<file path="config.mk">
export PLATFORM = sky130hd
export DESIGN_NAME = line_draw_engine
export DESIGN_NICKNAME = d
export VERILOG_FILES = /design/src/rtl/lde_pkg.sv /design/src/rtl/lde_setup.sv /design/src/rtl/line_draw_engine.sv
export SDC_FILE = /design/constraint.sdc
export NUM_CORES = 1
export LEC_CHECK = 0
export CAP_MARGIN = 40
export CORE_ASPECT_RATIO = 2
export CORE_UTILIZATION = 56
export CTS_CLUSTER_SIZE = 14
export DETAILED_ROUTE_END_ITERATION = 7
export PLACE_DENSITY = 0.79
export SETUP_SLACK_MARGIN = 0.05
export SYNTH_ARGS = -nofsm -noshare
export SYNTH_HDL_FRONTEND = slang
export SYNTH_SLANG_ARGS = --single-unit
</file>
<file path="constraint.sdc">
create_clock -name CLOCK_50 -period 10.4 [get_ports CLOCK_50]
set_input_delay 1.04 -clock CLOCK_50 [delete_from_list [all_inputs] [get_ports CLOCK_50]]
set_output_delay 1.04 -clock CLOCK_50 [all_outputs]
set_load 0.03 [all_outputs]
</file>
<file path="src/rtl/lde_pkg.sv">
// Shared FSM state type, default widths and helpers for line_draw_engine.
package lde_pkg;

    localparam int XW_DEF = 9;
    localparam int YW_DEF = 8;
    localparam int CW_DEF = 3;

    typedef enum logic [1:0] {
        IDLE,
        SETUP,
        DRAW,
        FINISH
    } state_t;

    function automatic int max_int(input int a, input int b);
        return (a > b) ? a : b;
    endfunction

endpackage

</file>
<file path="src/rtl/lde_setup.sv">
// Combinational Bresenham setup: folds the line into the shallow,
// left-to-right case and derives dx, dy and the minor-axis direction.
module lde_setup #(
    parameter int W = 9
) (
    input  logic [W-1:0] x0,
    input  logic [W-1:0] y0,
    input  logic [W-1:0] x1,
    input  logic [W-1:0] y1,
    output logic         steep,
    output logic [W-1:0] start_x,
    output logic [W-1:0] start_y,
    output logic [W-1:0] end_x,
    output logic [W-1:0] dx,
    output logic [W-1:0] dy,
    output logic         y_down
);

    logic [W-1:0] adx, ady;
    logic [W-1:0] a0, b0, a1, b1;
    logic [W-1:0] end_y;

    always_comb begin
        adx   = (x1 >= x0) ? x1 - x0 : x0 - x1;
        ady   = (y1 >= y0) ? y1 - y0 : y0 - y1;
        steep = ady > adx;

        // Major axis becomes "a", minor axis becomes "b".
        a0 = steep ? y0 : x0;
        b0 = steep ? x0 : y0;
        a1 = steep ? y1 : x1;
        b1 = steep ? x1 : y1;

        if (a0 > a1) begin
            start_x = a1;
            start_y = b1;
            end_x   = a0;
            end_y   = b0;
        end else begin
            start_x = a0;
            start_y = b0;
            end_x   = a1;
            end_y   = b1;
        end

        dx     = end_x - start_x;
        dy     = (end_y >= start_y) ? end_y - start_y : start_y - end_y;
        y_down = !(start_y < end_y);
    end

endmodule

</file>
<file path="src/rtl/line_draw_engine.sv">
// Bresenham line engine: IDLE -> SETUP -> DRAW -> FINISH, one pixel per accepted cycle.
// Optional macro LDE_PIXEL_READY_EN adds a pix_ready back-pressure input.
module line_draw_engine
    import lde_pkg::*;
#(
    parameter int XW = XW_DEF,
    parameter int YW = YW_DEF,
    parameter int CW = CW_DEF
) (
    input  logic          CLOCK_50,
    input  logic          Reset,
`ifdef LDE_PIXEL_READY_EN
    input  logic          pix_ready,
`endif
    input  logic          Go,
    input  logic [XW-1:0] X0,
    input  logic [XW-1:0] X1,
    input  logic [YW-1:0] Y0,
    input  logic [YW-1:0] Y1,
    input  logic [CW-1:0] Color,
    output logic          plot,
    output logic [XW-1:0] x,
    output logic [YW-1:0] y,
    output logic [CW-1:0] colour,
    output logic          busy,
    output logic          done
);

    localparam int W  = max_int(XW, YW);
    localparam int EW = W + 2;

    state_t               state;
    logic [W-1:0]         lx0, ly0, lx1, ly1;
    logic [W-1:0]         cx, cy, x_end, dx_r, dy_r;
    logic signed [EW-1:0] err;
    logic                 steep_r, y_down_r;

    logic                 s_steep, s_y_down;
    logic [W-1:0]         s_start_x, s_start_y, s_end_x, s_dx, s_dy;

    lde_setup #(.W(W)) u_setup (
        .x0      (lx0),
        .y0      (ly0),
        .x1      (lx1),
        .y1      (ly1),
        .steep   (s_steep),
        .start_x (s_start_x),
        .start_y (s_start_y),
        .end_x   (s_end_x),
        .dx      (s_dx),
        .dy      (s_dy),
        .y_down  (s_y_down)
    );

    logic accept;
`ifdef LDE_PIXEL_READY_EN
    assign accept = plot && pix_ready;
`else
    assign accept = plot;
`endif

    logic signed [EW-1:0] err_add, err_next;
    logic [W-1:0]         cx_next, cy_next;
    logic [W-1:0]         setup_px, setup_py, draw_px, draw_py;

    always_comb begin
        // NOTE: every always_comb output gets a default first so no path infers a latch.
        err_add  = err + $signed({2'b00, dy_r});
        err_next = err_add;
        cy_next  = cy;
        if (!err_add[EW-1] && (err_add != '0)) begin
            cy_next  = y_down_r ? cy - W'(1) : cy + W'(1);
            err_next = err_add - $signed({2'b00, dx_r});
        end
        cx_next = cx + W'(1);

        // Steep lines were drawn with axes swapped; swap back for the output.
        setup_px = s_steep ? s_start_y : s_start_x;
        setup_py = s_steep ? s_start_x : s_start_y;
        draw_px  = steep_r ? cy_next : cx_next;
        draw_py  = steep_r ? cx_next : cy_next;
    end

    always_ff @(posedge CLOCK_50 or negedge Reset) begin
        if (!Reset) begin
            // NOTE: datapath registers are reset too, so an aborted line leaves no stale state.
            state    <= IDLE;
            lx0      <= '0;
            ly0      <= '0;
            lx1      <= '0;
            ly1      <= '0;
            cx       <= '0;
            cy       <= '0;
            x_end    <= '0;
            dx_r     <= '0;
            dy_r     <= '0;
            err      <= '0;
            steep_r  <= 1'b0;
            y_down_r <= 1'b0;
            plot     <= 1'b0;
            x        <= '0;
            y        <= '0;
            colour   <= '0;
            busy     <= 1'b0;
            done     <= 1'b0;
        end else begin
            // NOTE: sequential state uses non-blocking assignments only.
            done <= 1'b0;
            unique case (state)
                IDLE: begin
                    if (Go) begin
                        lx0    <= W'(X0);
                        ly0    <= W'(Y0);
                        lx1    <= W'(X1);
                        ly1    <= W'(Y1);
                        colour <= Color;
                        busy   <= 1'b1;
                        state  <= SETUP;
                    end
                end
                SETUP: begin
                    cx       <= s_start_x;
                    cy       <= s_start_y;
                    x_end    <= s_end_x;
                    dx_r     <= s_dx;
                    dy_r     <= s_dy;
                    err      <= -$signed({2'b00, s_dx >> 1});
                    steep_r  <= s_steep;
                    y_down_r <= s_y_down;
                    x        <= setup_px[XW-1:0];
                    y        <= setup_py[YW-1:0];
                    plot     <= 1'b1;
                    state    <= DRAW;
                end
                DRAW: begin
                    if (accept) begin
                        if (cx == x_end) begin
                            plot  <= 1'b0;
                            busy  <= 1'b0;
                            done  <= 1'b1;
                            state <= FINISH;
                        end else begin
                            cx  <= cx_next;
                            cy  <= cy_next;
                            err <= err_next;
                            x   <= draw_px[XW-1:0];
                            y   <= draw_py[YW-1:0];
                        end
                    end
                end
                FINISH: begin
                    state <= IDLE;
                end
                default: begin
                    state <= IDLE;
                end
            endcase
        end
    end

endmodule

</file>
### After elaboration in Yosys (flattened, before gate mapping)

Index checks and enable logic that the tools add are counted.
Widths: inputs -> output; s select.

| operators by class | value |
|---|---|
| $add $sub $neg | 13 |
| eq/ne operators | 8 |
| multiplexer cells | 47 |
| shift-type cells | 0 |
| multiply operators | 0 |
| reduce and logical (&&, ||, !) cells | 11 |
| bitwise logic cells | 0 |
| divide/modulo/power cells | 0 |
| $lt $le $gt $ge | 6 |

Operators with widths:

| operator | number |
|---|---|
| $mux 9 | 21 |
| $pmux 9 s2 | 3 |
| $sub 9x9->9 | 5 |
| $mux 11 | 3 |
| $mux 8 | 4 |
| $pmux 11 s2 | 1 |
| $add 9x1->9 const B | 2 |
| $ge 9x9->1 | 2 |
| $gt 9x9->1 | 2 |
| $sub 8x8->9 | 2 |
| $pmux 8 s2 | 1 |
| $add 11x10->11 | 1 |
| $neg 8->11 | 1 |
| $reduce_bool 11->1 | 1 |
| $sub 11x10->11 | 1 |
| $eq 9x9->1 | 1 |
| $lt 9x9->1 | 1 |
| $sub 9x1->9 const B | 1 |
| $ge 8x8->1 | 1 |
| $mux 1 | 8 |
| $ne 2x2->1 const B | 4 |
| $pmux 2 s4 | 1 |
| $mux 2 | 3 |
| $reduce_and 3->1 | 2 |
| other kinds (9) | 13 |

| storage, ports and cells | value |
|---|---|
| memory bits (writable) | 0 |
| flip-flop bits (word level) | 117 |
| word-level logic and storage cells | 104 |
| output and inout port bits | 23 |
| memories | 0 |
| bits of input ports | 40 |
| memory bits (read-only) | 0 |
| latch bits | 0 |

### Longest topological paths before layout

Gate-level depths: netlist (run 1).

| depth | value |
|---|---|
| depth after elaboration | 9 |
| gate-level depth with buffers | 56 |
| mapped depth without buffers | 48 |

### Hierarchy

A second synthesis (run 1) with hierarchy kept.

| unflattened totals | value |
|---|---|
| cell total of the unflattened synthesis | 1,344 |
| area total of the unflattened synthesis | 11,317.1 µm² |

By module, submodules not included:

| module | instances | cells each | seq. area each (µm²) | area an instance (µm²) |
|---|---|---|---|---|
| line_draw_engine | 1 | 703 | 2,927.8 | 7,011.7 |
| lde_setup | 1 | 641 | 0.0 | 4,305.4 |

### Least setup slack after synthesis (run 1)

OpenSTA, ideal clock, no wires.

| path | value |
|---|---|
| path kind | register to register |
| start | register ly0[1] |
| end | register dy_r[6] |
| library setup time | 0.125 ns |
| arrival | 10.887 ns |
| path slack | -0.611 ns |
| period minus slack after synthesis | 11.011 ns |
| data required time | 10.275 ns |
| buffers on the path | 8 |
| cell stages (with the launch flop) | 52 |
| path through | dfrtp_1 > inv_1 > ha_1 > a21oi_1 > o21bai_1 > a21o_1 > a21oi_1 > o21bai_1 > a21oi_1 > nand2_1 > a21oi_1 > clkbuf_1 > mux2_2 > a221o_1 > a221oi_1 > ha_1 > nand4_4 > or3_1 > [16 not listed] > buf_1 > a21oi_1 > mux2i_1 > inv_1 > ha_1 > nor2b_1 > o21ai_0 > a21oi_1 > o21ai_0 > nand3b_1 > a221o_1 > a21o_1 > mux2_2 > a21oi_1 > o21ai_0 > a31oi_1 > xnor2_1 > mux2_2 |

| on the way | value |
|---|---|
| word-level cells in the longest chain between the ends | 8 |
| elaborated cells between the ends (all ways) | 16 |
| classes of those cells | add/sub (4); order compare (4); mux (8) |

Ends and longest elaborated chain:

| what | line | text |
|---|---|---|
| start, declared | line_draw_engine.sv:33 | `logic [W-1:0] lx0, ly0, lx1, ly1;` |
| start signal, assigned | line_draw_engine.sv:113 | `ly0 <= W'(Y0);` |
| $sub 8x8->9 / $ge 8x8->1 (equally long branches) | lde_setup.sv:25 | `ady = (y1 >= y0) ? y1 - y0 : y0 - y1;` |
| $mux 9 | lde_setup.sv:25 |  |
| $gt 9x9->1 | lde_setup.sv:26 | `steep = ady > adx;` |
| $mux 9, on equally long branches | lde_setup.sv:29, lde_setup.sv:31 |  |
| $gt 9x9->1 | lde_setup.sv:34 | `if (a0 > a1) begin` |
| $mux 9 | lde_setup.sv:34 |  |
| $sub 9x9->9 / $ge 9x9->1 (equally long branches) | lde_setup.sv:47 | `dy = (end_y >= start_y) ? end_y - start_y : start_y - end_y;` |
| $mux 9 (*) | lde_setup.sv:47 |  |
| end signal, assigned | line_draw_engine.sv:126 | `dy_r <= s_dy;` |
| end, declared | line_draw_engine.sv:34 | `logic [W-1:0] cx, cy, x_end, dx_r, dy_r;` |

Every way passes the cells marked *; elsewhere a longest branch is shown, timed or not.
A chain may end at the register's enable or synchronous reset.

### Final worst setup path (run 1)

| path | value |
|---|---|
| start | register ly0[1] |
| end | register dy_r[8] |

The elaborated chain is that of the path after synthesis.

==> flow_metrics.py, run 1 <==
metrics = {
    "status": {
        "status": "complete, no violations",
    },
    "global_routing": {
        "grt_max_degree": 61,
        "antenna_found_initial": 0,
        "grt_pass1_vias": 10520,
        "overflow": 0,
        "grt_util_all_layers_pct": 38.2,
        "grt_pass1_wl_um": 55900,
    },
    "clock_tree": {
        "clock-root-buffer": "clkbuf_16",
        "clk_latency_ns": 0.44,
        "cts_sinks": 117,
        "postCtsHoldBufs": 0,
        "cts_tree": "built",
        "clock_path_buffers": 2,
        "path_clk_slew_ns": 0.06,
        "cts_buffers": 17,
        "htreeDepth": 4,
    },
    "place": {
        "gp_congestion": 1.03,
        "dp_hpwl_um": 28000,
        "io_buffer_count": 62,
    },
    "detailed_routing": {
        "ant_nets": 0,
        "via_per_inst": 6.17,
        "drtIter0Drc": 674,
        "routed_wl_um": 36000,
        "vias": 10049,
        "dr.pass1.iters": 6,
        "drc": 0,
        "post_drt_wl_per_cell_um": 22.1,
    },
    "synth": {
        "synth_common_cells": "121 x nor2_1, 119 x a21oi_1, 117 x dfrtp_1",
        "yosysSeqAreaShare_pct": 27.3,
        "yosysTopAreaCellShare_pct": 27.3,
        "synth_largest_area_cell": "dfrtp_1",
        "yosys-top-cells-area": "dfrtp_1 27%, ha_1 11%, mux2_2 6.5%, mux2i_1 6.0%, a21oi_1 5.6%",
        "synthesis.nets": 1424,
        "yosys_warnings": 0,
        "synth_edf_count": 0,
        "synth.most_common_cell": "nor2_1",
        "netlist_area_sq_um": 10700,
        "syn_inst": 1277,
        "synthArstFlopShare_pct": 100,
        "avgSynthCellArea_sq_um": 8.39,
        "ys_seq_elements": 117,
        "ys.flop_type": "dfrtp_1",
        "synth.distinct_cells": 78,
    },
    "sta": {
        "final-setup-viol-count": 0,
        "rsz0062_at_grt": "false",
        "tns_ns": 0,
        "hold_viol": 0,
        "fmax_mhz": 100,
        "period_share_pct": 95.8,
        "min_period_ns": 9.96,
        "slew_violations": 0,
        "skew_ns": 0.0125,
        "max-slew-margin-rel_pct": 46.1,
        "worst_pin_slew_ns": 0.808,
    },
    "setup_path": {
        "cp-startpoint": "ly0[1]",
        "cp.required_ns": 10.72,
        "crit_slowest_cell": "mux2i_1",
        "critPathLaunchType": "register",
        "critical-path-top-delay-family": "compound AO/OA/AOI/OAI gates",
        "crit_fanout": 11,
        "reg2reg_setup_slack_ns": 0.44,
        "critical_path_arrival_ns": 10.29,
        "reg2reg_depth": 44,
        "cp-end-kind": "register",
        "crit_type": "register to register",
        "reg2reg_from": "ly0[1]",
        "rr_endpoint": "dy_r[8]",
        "crit_buf_inv": 4,
        "slowest_delay_ns": 0.53,
        "crit_path_frequent_cell": "a21oi_1",
    },
    "finish": {
        "syn_to_final_growth_pct": 18.6,
        "nets": 1512,
        "fillers": 1545,
        "diodes": 0,
        "drive_gt1_share_pct": 14.6,
    },
    "floorplan": {
        "die_x_um": 99.8,
        "io_pins": 63,
        "rows": 71,
        "coreArea_sq_um": 18700,
        "start_util_pct": 57.1,
        "die_h_um": 198,
        "die_area_sq_um": 19700,
    },
    "hold_path": {
        "hp-class": "register to register",
        "hold_depth": 2,
        "min-delay-start": "y[3]",
        "hold_path_end": "y[3]",
    },
    "flow_run": {
        "max-cap-violations": 0,
    },
}
==> layer usage <==
layer	part of all wire, %	GRT usage (%)	vias to the layer above
met5	0	0	-
met3	4.7	7.01	216
met2	53	69.3	409
met4	10	36.6	0
li1	-	-	4639
met1	32	34.4	4785
==> kinds of logic after synthesis <==
family	count (synthesis)	synth area share (%)
adder cells (fa/ha/maj)	107	13.1
flip-flops	117	27.3
XOR/XNOR	67	5.48
multiplexers	126	12.5
AND/OR/NAND/NOR	336	14.5
AO/OA/AOI/OAI	355	21.0
buffers and inverters	169	6.01
==> state kept, by name, summed over array words and instances, names as in the netlist, 2 cells and up <==
register,flops
err,11
cx,9
cy,9
dx_r,9
dy_r,9
lx0,9
lx1,9
x,9
x_end,9
ly0,8
ly1,8
y,8
colour,3
state,2
==> metrics by stage <==
stage          setup WS [ns]  utilization, %  hold WS [ns]  std cells  area, sq um
3_5_place_dp          0.0793            63.7         0.476       1599        11900
5_1_grt               0.0687            67.7         0.526       1630        12700
6_report               0.435            67.7         0.483       1630        12700
2_1_floorplan          0.110               -         0.454       1277        10700
4_1_cts               0.0613            67.1         0.488       1628        12600
3_3_place_gp           0.215            63.5         0.467       1597        11900
==> layout by cell type (no fill, tap or decap), types with 4 or more instances in the layout <==
cell type | netlist | layout
o21ai_0 | 103 | 97
o22a_1 | 6 | 6
xor2_1 | 27 | 27
a31oi_1 | 17 | 17
and3_1 | 10 | 10
a21o_1 | 21 | 20
nand3b_1 | 5 | 5
nand2_1 | 107 | 105
clkbuf_16 | 0 | 17
o21a_1 | 5 | 5
nor4_1 | 5 | 5
a221oi_1 | 4 | 4
xnor2_1 | 40 | 40
fa_1 | 9 | 9
nand4_1 | 5 | 5
mux2_2 | 62 | 62
nand3_1 | 21 | 21
nor2_1 | 121 | 119
bufinv_16 | 0 | 5
a21boi_0 | 7 | 6
o21ai_1 | 3 | 8
mux2i_1 | 64 | 59
nor3_1 | 11 | 11
buf_6 | 1 | 5
dfrtp_1 | 117 | 116
a211oi_1 | 13 | 12
a21oi_1 | 119 | 115
inv_1 | 114 | 113
o31ai_1 | 5 | 5
and2_1 | 6 | 6
ha_1 | 98 | 97
nand2b_1 | 8 | 8
clkdlybuf4s50_1 | 0 | 61
buf_4 | 0 | 54
o21bai_1 | 10 | 10
nor2b_1 | 12 | 12
a221o_1 | 5 | 5
==> cell type report <==
type | count | area, sq um | area share, %
Clock buffer | 19 | 443 | 3.49
Clock inverter | 10 | 181 | 1.43
Inverter | 114 | 428 | 3.37
Multi-Input combinational cell | 991 | 7250 | 57.1
Sequential cell | 117 | 2930 | 23.1
Tap cell | 255 | 319 | 2.51
Timing Repair Buffer | 124 | 1140 | 9.02
==> what timing repair did <==
action,CTS,global route
resized for setup,1,32
setup endpoints to repair,2,7
cloned,0,1
buffers inserted,0,1
pin swaps,0,5
==> worst max path at each step <==
stage | endpoint | depth (start not counted)
detailed placement | dy_r[6] | 44
global placement | dy_r[6] | 44
CTS | dy_r[6] | 45
global route | dy_r[8] | 47
finish | dy_r[8] | 44
floorplan | dy_r[6] | 51
==> worst min-delay path: cells and delay by family (launching register included) <==
family	cells	cell delay, ns
compound gates	1	0.06
flops	1	0.34
simple gates	1	0.05
Power of run 1 is not shown: default switching activity piles up to over one toggle a cycle in this logic, so the estimate is an artifact.
==> run 2: changes to the inputs <==
- CORE_MARGIN: unset -> 2
- SLEW_MARGIN: unset -> 20
==> flow_metrics.py, run 2 (synthesis gave the netlist of run 1 again) <==
metrics = {
    "place": {
        "dp.cells": 1595,
        "dp_hpwl_um": 27700,
        "io_buffer_count": 62,
        "gp_congestion": 1.03,
    },
    "clock_tree": {
        "cts_buffers": 17,
        "postCtsHoldBufs": 0,
        "cts_sinks": 117,
        "cts_tree": "built",
        "clock-root-buffer": "clkbuf_16",
        "path_clk_slew_ns": 0.06,
        "clk_latency_ns": 0.45,
        "clock_path_buffers": 2,
        "htreeDepth": 4,
    },
    "sta": {
        "skew_ns": 0.0122,
        "period_share_pct": 93.8,
        "rsz0062_at_grt": "false",
        "hold_viol": 0,
        "tns_ns": 0,
        "slew_violations": 0,
        "worst_pin_slew_ns": 0.686,
        "min_period_ns": 9.76,
        "max-slew-margin-rel_pct": 52.9,
        "final-setup-viol-count": 0,
        "fmax_mhz": 102,
    },
    "detailed_routing": {
        "via_per_inst": 6.17,
        "routed_wl_um": 35500,
        "ant_nets": 0,
        "vias": 10068,
        "drtIter0Drc": 632,
        "dr.pass1.iters": 5,
        "drc": 0,
        "post_drt_wl_per_cell_um": 21.7,
    },
    "hold_path": {
        "hp-class": "register to register",
    },
    "finish": {
        "mostFrequentLayoutCells": "119 x nor2_1, 115 x a21oi_1, 115 x dfrtp_1",
        "top_register": "err",
        "nets": 1512,
        "multiInputGateArea_sq_um": 7250,
        "final_common_cell": "nor2_1",
        "syn_to_final_growth_pct": 18.3,
        "fillers": 1583,
        "diodes": 0,
        "utilization_pct": 67.6,
        "stdcell_count": 1633,
        "drive_gt1_share_pct": 14.9,
        "seq_area_sq_um": 2930,
        "largest_reg_flops": 11,
    },
    "global_routing": {
        "antenna_found_initial": 0,
        "grt_pass1_vias": 10226,
        "overflow": 0,
        "grt_max_degree": 57,
        "grt_pass1_wl_um": 54400,
        "grt_util_all_layers_pct": 35.9,
    },
    "floorplan": {
        "io_pins": 63,
        "die_h_um": 200,
        "rows": 71,
        "coreArea_sq_um": 18700,
        "die_area_sq_um": 20300,
        "die_x_um": 102,
        "start_util_pct": 57.1,
    },
    "setup_path": {
        "crit_type": "register to register",
        "cp.required_ns": 10.72,
        "slowest_delay_ns": 0.47,
        "critical_path_arrival_ns": 10.08,
        "crit_path_frequent_cell": "a21oi_1",
        "critPathLaunchType": "register",
        "crit_slowest_cell": "or3_4",
        "cp-end-kind": "register",
        "crit_fanout": 37,
    },
    "status": {
        "status": "complete, no violations",
    },
    "flow_run": {
        "max-cap-violations": 0,
    },
}
==> run 2: cell type report <==
type,count,share of cell area (%)
Clock buffer,18,3.47
Sequential cell,117,23.1
Clock inverter,14,1.01
Multi-Input combinational cell,991,57.2
Tap cell,255,2.52
Timing Repair Buffer,124,9.26
Inverter,114,3.38
==> run 2: final timing paths <==
check / start / endpoint / slack (ns) / cells past startpoint
setup / recovery: ly0[1] / dy_r[8] / 0.64 / 47
hold / removal: y[4] / y[4] / 0.48 / 2
setup reg to reg: ly0[1] / dy_r[8] / 0.64 / 47
hold reg to reg: y[4] / y[4] / 0.48 / 2
max in group asynchronous: Reset / cy[6] / 8.71 / 3
min in group asynchronous: Reset / ly0[0] / 0.65 / 1
==> run 2: stage by stage <==
stage / area (sq um) / hold slack, ns / setup WS [ns]
6_report: 12700 / 0.481 / 0.642
4_1_cts: 12500 / 0.488 / 0.151
3_3_place_gp: 11900 / 0.467 / 0.0593
5_1_grt: 12700 / 0.511 / 0.0536
2_1_floorplan: 10700 / 0.454 / 0.110
3_5_place_dp: 11900 / 0.474 / -0.126
==> run 2: timing repair <==
action	4_1_cts	5_1_grt
pin swaps	1	2
buffers inserted	3	2
gates resized for setup	7	28
endpoints found under the setup margin	3	8
==> run 2: critical path: cells and delay by family, from the launching register on <==
kind / cells / cell delay [ns]
DFF: 1 / 0.46
adders and majority gates: 4 / 1.30
AOI/OAI and AO/OA: 20 / 3.93
and+or+nand+nor: 11 / 1.65
buffers and inverters: 6 / 0.99
muxes: 4 / 1.05
xor gates and xnor gates: 2 / 0.21
==> run 2: metal layers <==
metal / share of wire (%) / wire [um] / track usage [%]
met2: 53 / 18700 / 64.4
met1: 32 / 11500 / 33.7
met3: 4.5 / 1580 / 6.12
met4: 11 / 3730 / 31.7
met5: 0 / 0 / 0
Power of run 2 is left out for the same reason.
==> run 3: changes to the inputs <==
- ABC_CLOCK_PERIOD_IN_PS: unset -> 10400
==> results of run 3 <==
The final DEF is identical to that of run 2; final timing and power are the same.
Power of run 3 is left out for the same reason.
